$ cat config.mk
export PLATFORM = sky130hd
export DESIGN_NAME = stream_demux_1x2
export DESIGN_NICKNAME = d
export VERILOG_FILES = /design/src/rtl/stream_demux_1x2.sv
export SDC_FILE = /design/constraint.sdc
export NUM_CORES = 1
export LEC_CHECK = 0
export ABC_AREA = 0
export BUFFER_PORTS_ARGS = -buffer_cell sky130_fd_sc_hd__buf_2
export CORE_UTILIZATION = 51
export CTS_CLUSTER_SIZE = 8
export DETAILED_ROUTE_END_ITERATION = 12
export GPL_TIMING_DRIVEN = 1
export PLACE_DENSITY_LB_ADDON = 0.12
export SYNTH_ARGS = -nofsm -noshare
export SYNTH_HDL_FRONTEND = slang
export SYNTH_SLANG_ARGS = --single-unit
export TNS_END_PERCENT = 50
$ cat constraint.sdc
create_clock -name clk -period 4 [get_ports clk]
set_input_delay 0.2 -clock clk [delete_from_list [all_inputs] [get_ports clk]]
set_output_delay 0.2 -clock clk [all_outputs]
set_load 0.01 [all_outputs]
$ cat src/rtl/stream_demux_1x2.sv
// stream_demux_1x2
//   1-to-2 valid/ready stream demultiplexer. Each accepted input beat is
//   steered to output A or B and held in that output's one-entry register
//   stage until its consumer takes it.
//
//   Routing is either explicit per beat (selMode=0, target = sel) or
//   burst ping-pong (selMode=1): whole bursts of BURST_LEN beats alternate
//   between A and B. The mode is sampled at the first beat of a burst and
//   held until the burst completes.
//
// Ports
//   clk, rst                 clock, synchronous active-high reset
//   inData/inValid/inReady   input stream (inReady is combinational)
//   selMode, sel             routing mode and explicit route select
//   outData_A/outValid_A/outReady_A   output stream A
//   outData_B/outValid_B/outReady_B   output stream B
//   burstDone                registered pulse: last beat of a burst accepted
//   activeSel                current routing target (0 = A, 1 = B)
module stream_demux_1x2 #(
  parameter int unsigned DATA_WIDTH = 8,
  parameter int unsigned BURST_LEN  = 10,
  parameter int unsigned CNT_WIDTH  = 4
) (
  input  logic                  clk,
  input  logic                  rst,
  input  logic [DATA_WIDTH-1:0] inData,
  input  logic                  inValid,
  output logic                  inReady,
  input  logic                  selMode,
  input  logic                  sel,
  output logic [DATA_WIDTH-1:0] outData_A,
  output logic                  outValid_A,
  input  logic                  outReady_A,
  output logic [DATA_WIDTH-1:0] outData_B,
  output logic                  outValid_B,
  input  logic                  outReady_B,
  output logic                  burstDone,
  output logic                  activeSel
);

  logic [CNT_WIDTH-1:0] beat_cnt;
  logic                 ping_sel;
  logic                 mode_latched;

  logic cnt_zero;
  logic eff_mode;
  logic target;
  logic accept;
  logic last_beat;
  logic wr_a;
  logic wr_b;

  always_comb begin
    cnt_zero  = (beat_cnt == '0);
    // A mode change only takes effect at a burst boundary.
    eff_mode  = cnt_zero ? selMode : mode_latched;
    target    = eff_mode ? ping_sel : sel;
    // Only the target stage gates acceptance, so a stalled consumer on one
    // side never blocks traffic routed to the other.
    inReady   = target ? (!outValid_B || outReady_B)
                       : (!outValid_A || outReady_A);
    accept    = inValid && inReady;
    last_beat = (beat_cnt == CNT_WIDTH'(BURST_LEN - 1));
    wr_a      = accept && !target;
    wr_b      = accept &&  target;
  end

  assign activeSel = target;

  // Output stage A: a write wins over a drain, so drain+write keeps valid.
  always_ff @(posedge clk) begin
    if (rst) begin
      outValid_A <= 1'b0;
      outData_A  <= '0;
    end else if (wr_a) begin
      outValid_A <= 1'b1;
      outData_A  <= inData;
    end else if (outReady_A) begin
      outValid_A <= 1'b0;
    end
  end

  // Output stage B.
  always_ff @(posedge clk) begin
    if (rst) begin
      outValid_B <= 1'b0;
      outData_B  <= '0;
    end else if (wr_b) begin
      outValid_B <= 1'b1;
      outData_B  <= inData;
    end else if (outReady_B) begin
      outValid_B <= 1'b0;
    end
  end

  // Beat counter, ping-pong selector and burst-mode latch.
  always_ff @(posedge clk) begin
    if (rst) begin
      beat_cnt     <= '0;
      ping_sel     <= 1'b0;
      mode_latched <= 1'b0;
      burstDone    <= 1'b0;
    end else begin
      burstDone <= accept && last_beat;
      if (cnt_zero) begin
        mode_latched <= selMode;
      end
      if (accept) begin
        if (last_beat) begin
          beat_cnt <= '0;
          if (eff_mode) begin
            ping_sel <= !ping_sel;
          end
        end else begin
          beat_cnt <= beat_cnt + 1'b1;
        end
      end
    end
  end

endmodule
==> results.json <==
{
  "antenna_cells": 0,
  "critPathCaptureType": "flop",
  "holdCritStartpoint": "inData[7]",
  "slew_violations": 0,
  "holdPathEnd": "outData_B[7]$_SDFFE_PP0P_",
  "setup_tns_ps": 0,
  "layout_min_cycle_time_ps": 2120,
  "synthCells": 104,
  "worstReg2RegStart": "beat_cnt[3]$_SDFFE_PP0N_",
  "ys_types": 21,
  "synthTopCellsByArea": "dfxtp_1, mux2i_1, nor2_1, a21oi_1, nand3_1",
  "avgRoutedWirePerCell_um": 11.8,
  "clockRootBuffer": "clkbuf_4",
  "reg2regPathDepth": 6,
  "clockBufferDepth": 2,
  "rsz0062_at_grt": "no",
  "synth_seq_cells": 25,
  "path_clk_slew_ps": 140,
  "synth.avg_cell_area_um2": 9.88,
  "critPathLaunchType": "flop",
  "numClockSinks": 25,
  "worstReg2RegEnd": "ping_sel$_SDFFE_PP0P_",
  "arrival_ps": 2380,
  "outcome": "finished clean",
  "synth_most_common_cell": "dfxtp_1",
  "cts_buffers": 3,
  "grt_start_max_net_pins": 27,
  "synthArstFlopShare": 0,
  "synth_area_um2": 1030,
  "drc": 0,
  "multiInputGateArea_um2": 489,
  "io_buffers": 35,
  "core_area_um2": 1800,
  "first_pass_iters": 4,
  "peakVddDrop_v": 0.000262,
  "worst_pin_slew_ps": 552,
  "rows": 15,
  "insertion_delay_ps": 320,
  "fill_cells": 154,
  "synthToLayoutAreaGrowth_pct": 20.5,
  "post-route-period-util": 0.530,
  "overflow": 0,
  "setup_viol_count_final": 0,
  "synth-seq-area-share": 0.487,
  "postCtsSetupRepairBufs": 0,
  "fin_skew_ps": 9.29,
  "yosys.area.top_type": "dfxtp_1",
  "fin_nets": 154,
  "setup_ws_ps": 1880,
  "drv_cap": 0,
  "whs_path_depth": 3,
  "yosysWarnings": 0,
  "synth_top_area_frac": 0.487,
  "drt-total-wl_um": 1930,
  "syn-num-nets": 119,
  "ioPinCount": 36,
  "fmax_ghz": 0.472,
  "hold_viol": 0,
  "cts_tree": "built",
  "dieWidth_um": 46.9,
  "cts_resized": 0,
  "synth-edff-count": 0,
  "ff2ff_setup_slack_ps": 1880,
  "vias_per_cell": 5.21,
  "htreeDepth": 1,
  "initial_core_util": 0.570,
  "synth_common_cells": "dfxtp_1, mux2i_1, nor2_1",
  "worst-setup-path-type": "reg -> reg",
  "grt_pass1_vias": 730,
  "grt_pass1_wl_um": 3050,
  "antenna_found_initial": 0,
  "holdBufCountCts": 0,
  "place_congestion": 0.753,
  "die_area_um2": 2200,
  "ant_nets": 0,
  "ys.flop_type": "dfxtp_1",
  "num_vias": 849,
  "power_density_nw_per_um2": 391,
  "final_layout_size_suffix_gt1_frac": 0.326,
  "required_ps": 4260,
  "dp_hpwl_um": 1430,
  "regArea_um2": 500,
  "relSlewSlack": 0.631,
  "path_max_fanout": 8,
  "track_usage": 0.204,
  "leakagePower_nw": 0.643,
  "place_ws_ps": 1920,
  "die_y_um": 46.9,
  "hp-class": "in -> reg",
  "drtIter0Drc": 6
}
[cell type report]
type / instances / share of cell area
tap: 25 / 0.0253
clock buffer: 3 / 0.0182
clock inverter: 1 / 0.00607
multi-input combinational: 71 / 0.395
sequential: 25 / 0.404
inverter: 3 / 0.00910
timing repair buffer: 35 / 0.142
[placed cells by master, fill, tap and decap left out, types with 2 or more instances in the layout]
cell type  instances
or3_1              2
nand2_1            3
mux2_4             2
mux2i_1           21
nand2b_1           3
nor2_1            19
inv_1              2
a21oi_1            6
clkbuf_4           3
nand3_1            6
buf_2             35
dfxtp_1           25
o21ai_0            2
[report_power, final]
part / switching, W / leakage (nW) / total (W) / internal [W]
sequential: 0.0000111 / 0.204 / 0.000276 / 0.000265
clock: 0.0000756 / 0.0139 / 0.000114 / 0.0000383
combinational: 0.0000482 / 0.425 / 0.0000935 / 0.0000453
[sequential cells by signal (all words and copies together) (netlist names)]
name          count
outValid_B        1
burstDone         1
beat_cnt          4
ping_sel          1
outData_B         8
outData_A         8
outValid_A        1
mode_latched      1
[worst max-delay path, cell delays in order (launching register included)]
cell and delay (ps):
dfxtp_1 410, nor4_4 360, mux2_4 360, inv_2 90, mux2_4 340, or3_1 350, a21oi_1 140
[through the flow]
step / instance area, µm² / util / std cells / hold slack [ps] / power [W]
2_1_floorplan: 1030 / - / 104 / 344 / 0.000345
3_3_place_gp: 1210 / 0.670 / 159 / 446 / 0.000372
3_5_place_dp: 1210 / 0.670 / 159 / 452 / 0.000376
4_1_cts: 1240 / 0.687 / 163 / 104 / 0.000488
5_1_grt: 1240 / 0.687 / 163 / 98.4 / 0.000509
6_report: 1240 / 0.687 / 163 / 112 / 0.000483
[routing by layer]
layer	track usage	wire length [µm]
met5	0	0
met4	0.0857	28
met1	0.252	887
met2	0.325	896
met3	0.0692	117
[cell families after synthesis]
logic type / count (synthesis) / share of synthesized area
AOI/OAI and AO/OA: 10 / 0.0536
muxes: 24 / 0.245
buffers and inverters: 8 / 0.0365
DFF: 25 / 0.487
and+or+nand+nor: 37 / 0.178
[worst max path at each step]
stage                                      endpoint  slack (ps)  cells after the start                     start
after floorplan               ping_sel$_SDFFE_PP0P_        1950                      7  beat_cnt[3]$_SDFFE_PP0N_
after global placement        ping_sel$_SDFFE_PP0P_        1970                      6  beat_cnt[3]$_SDFFE_PP0N_
after detailed placement      ping_sel$_SDFFE_PP0P_        1920                      6  beat_cnt[3]$_SDFFE_PP0N_
after CTS                                   inReady        1870                      4  beat_cnt[3]$_SDFFE_PP0N_
after global routing      outData_B[4]$_SDFFE_PP0P_        1740                      6  beat_cnt[3]$_SDFFE_PP0N_
final                         ping_sel$_SDFFE_PP0P_        1880                      6  beat_cnt[3]$_SDFFE_PP0N_
Power figures use the tool's default switching activity.
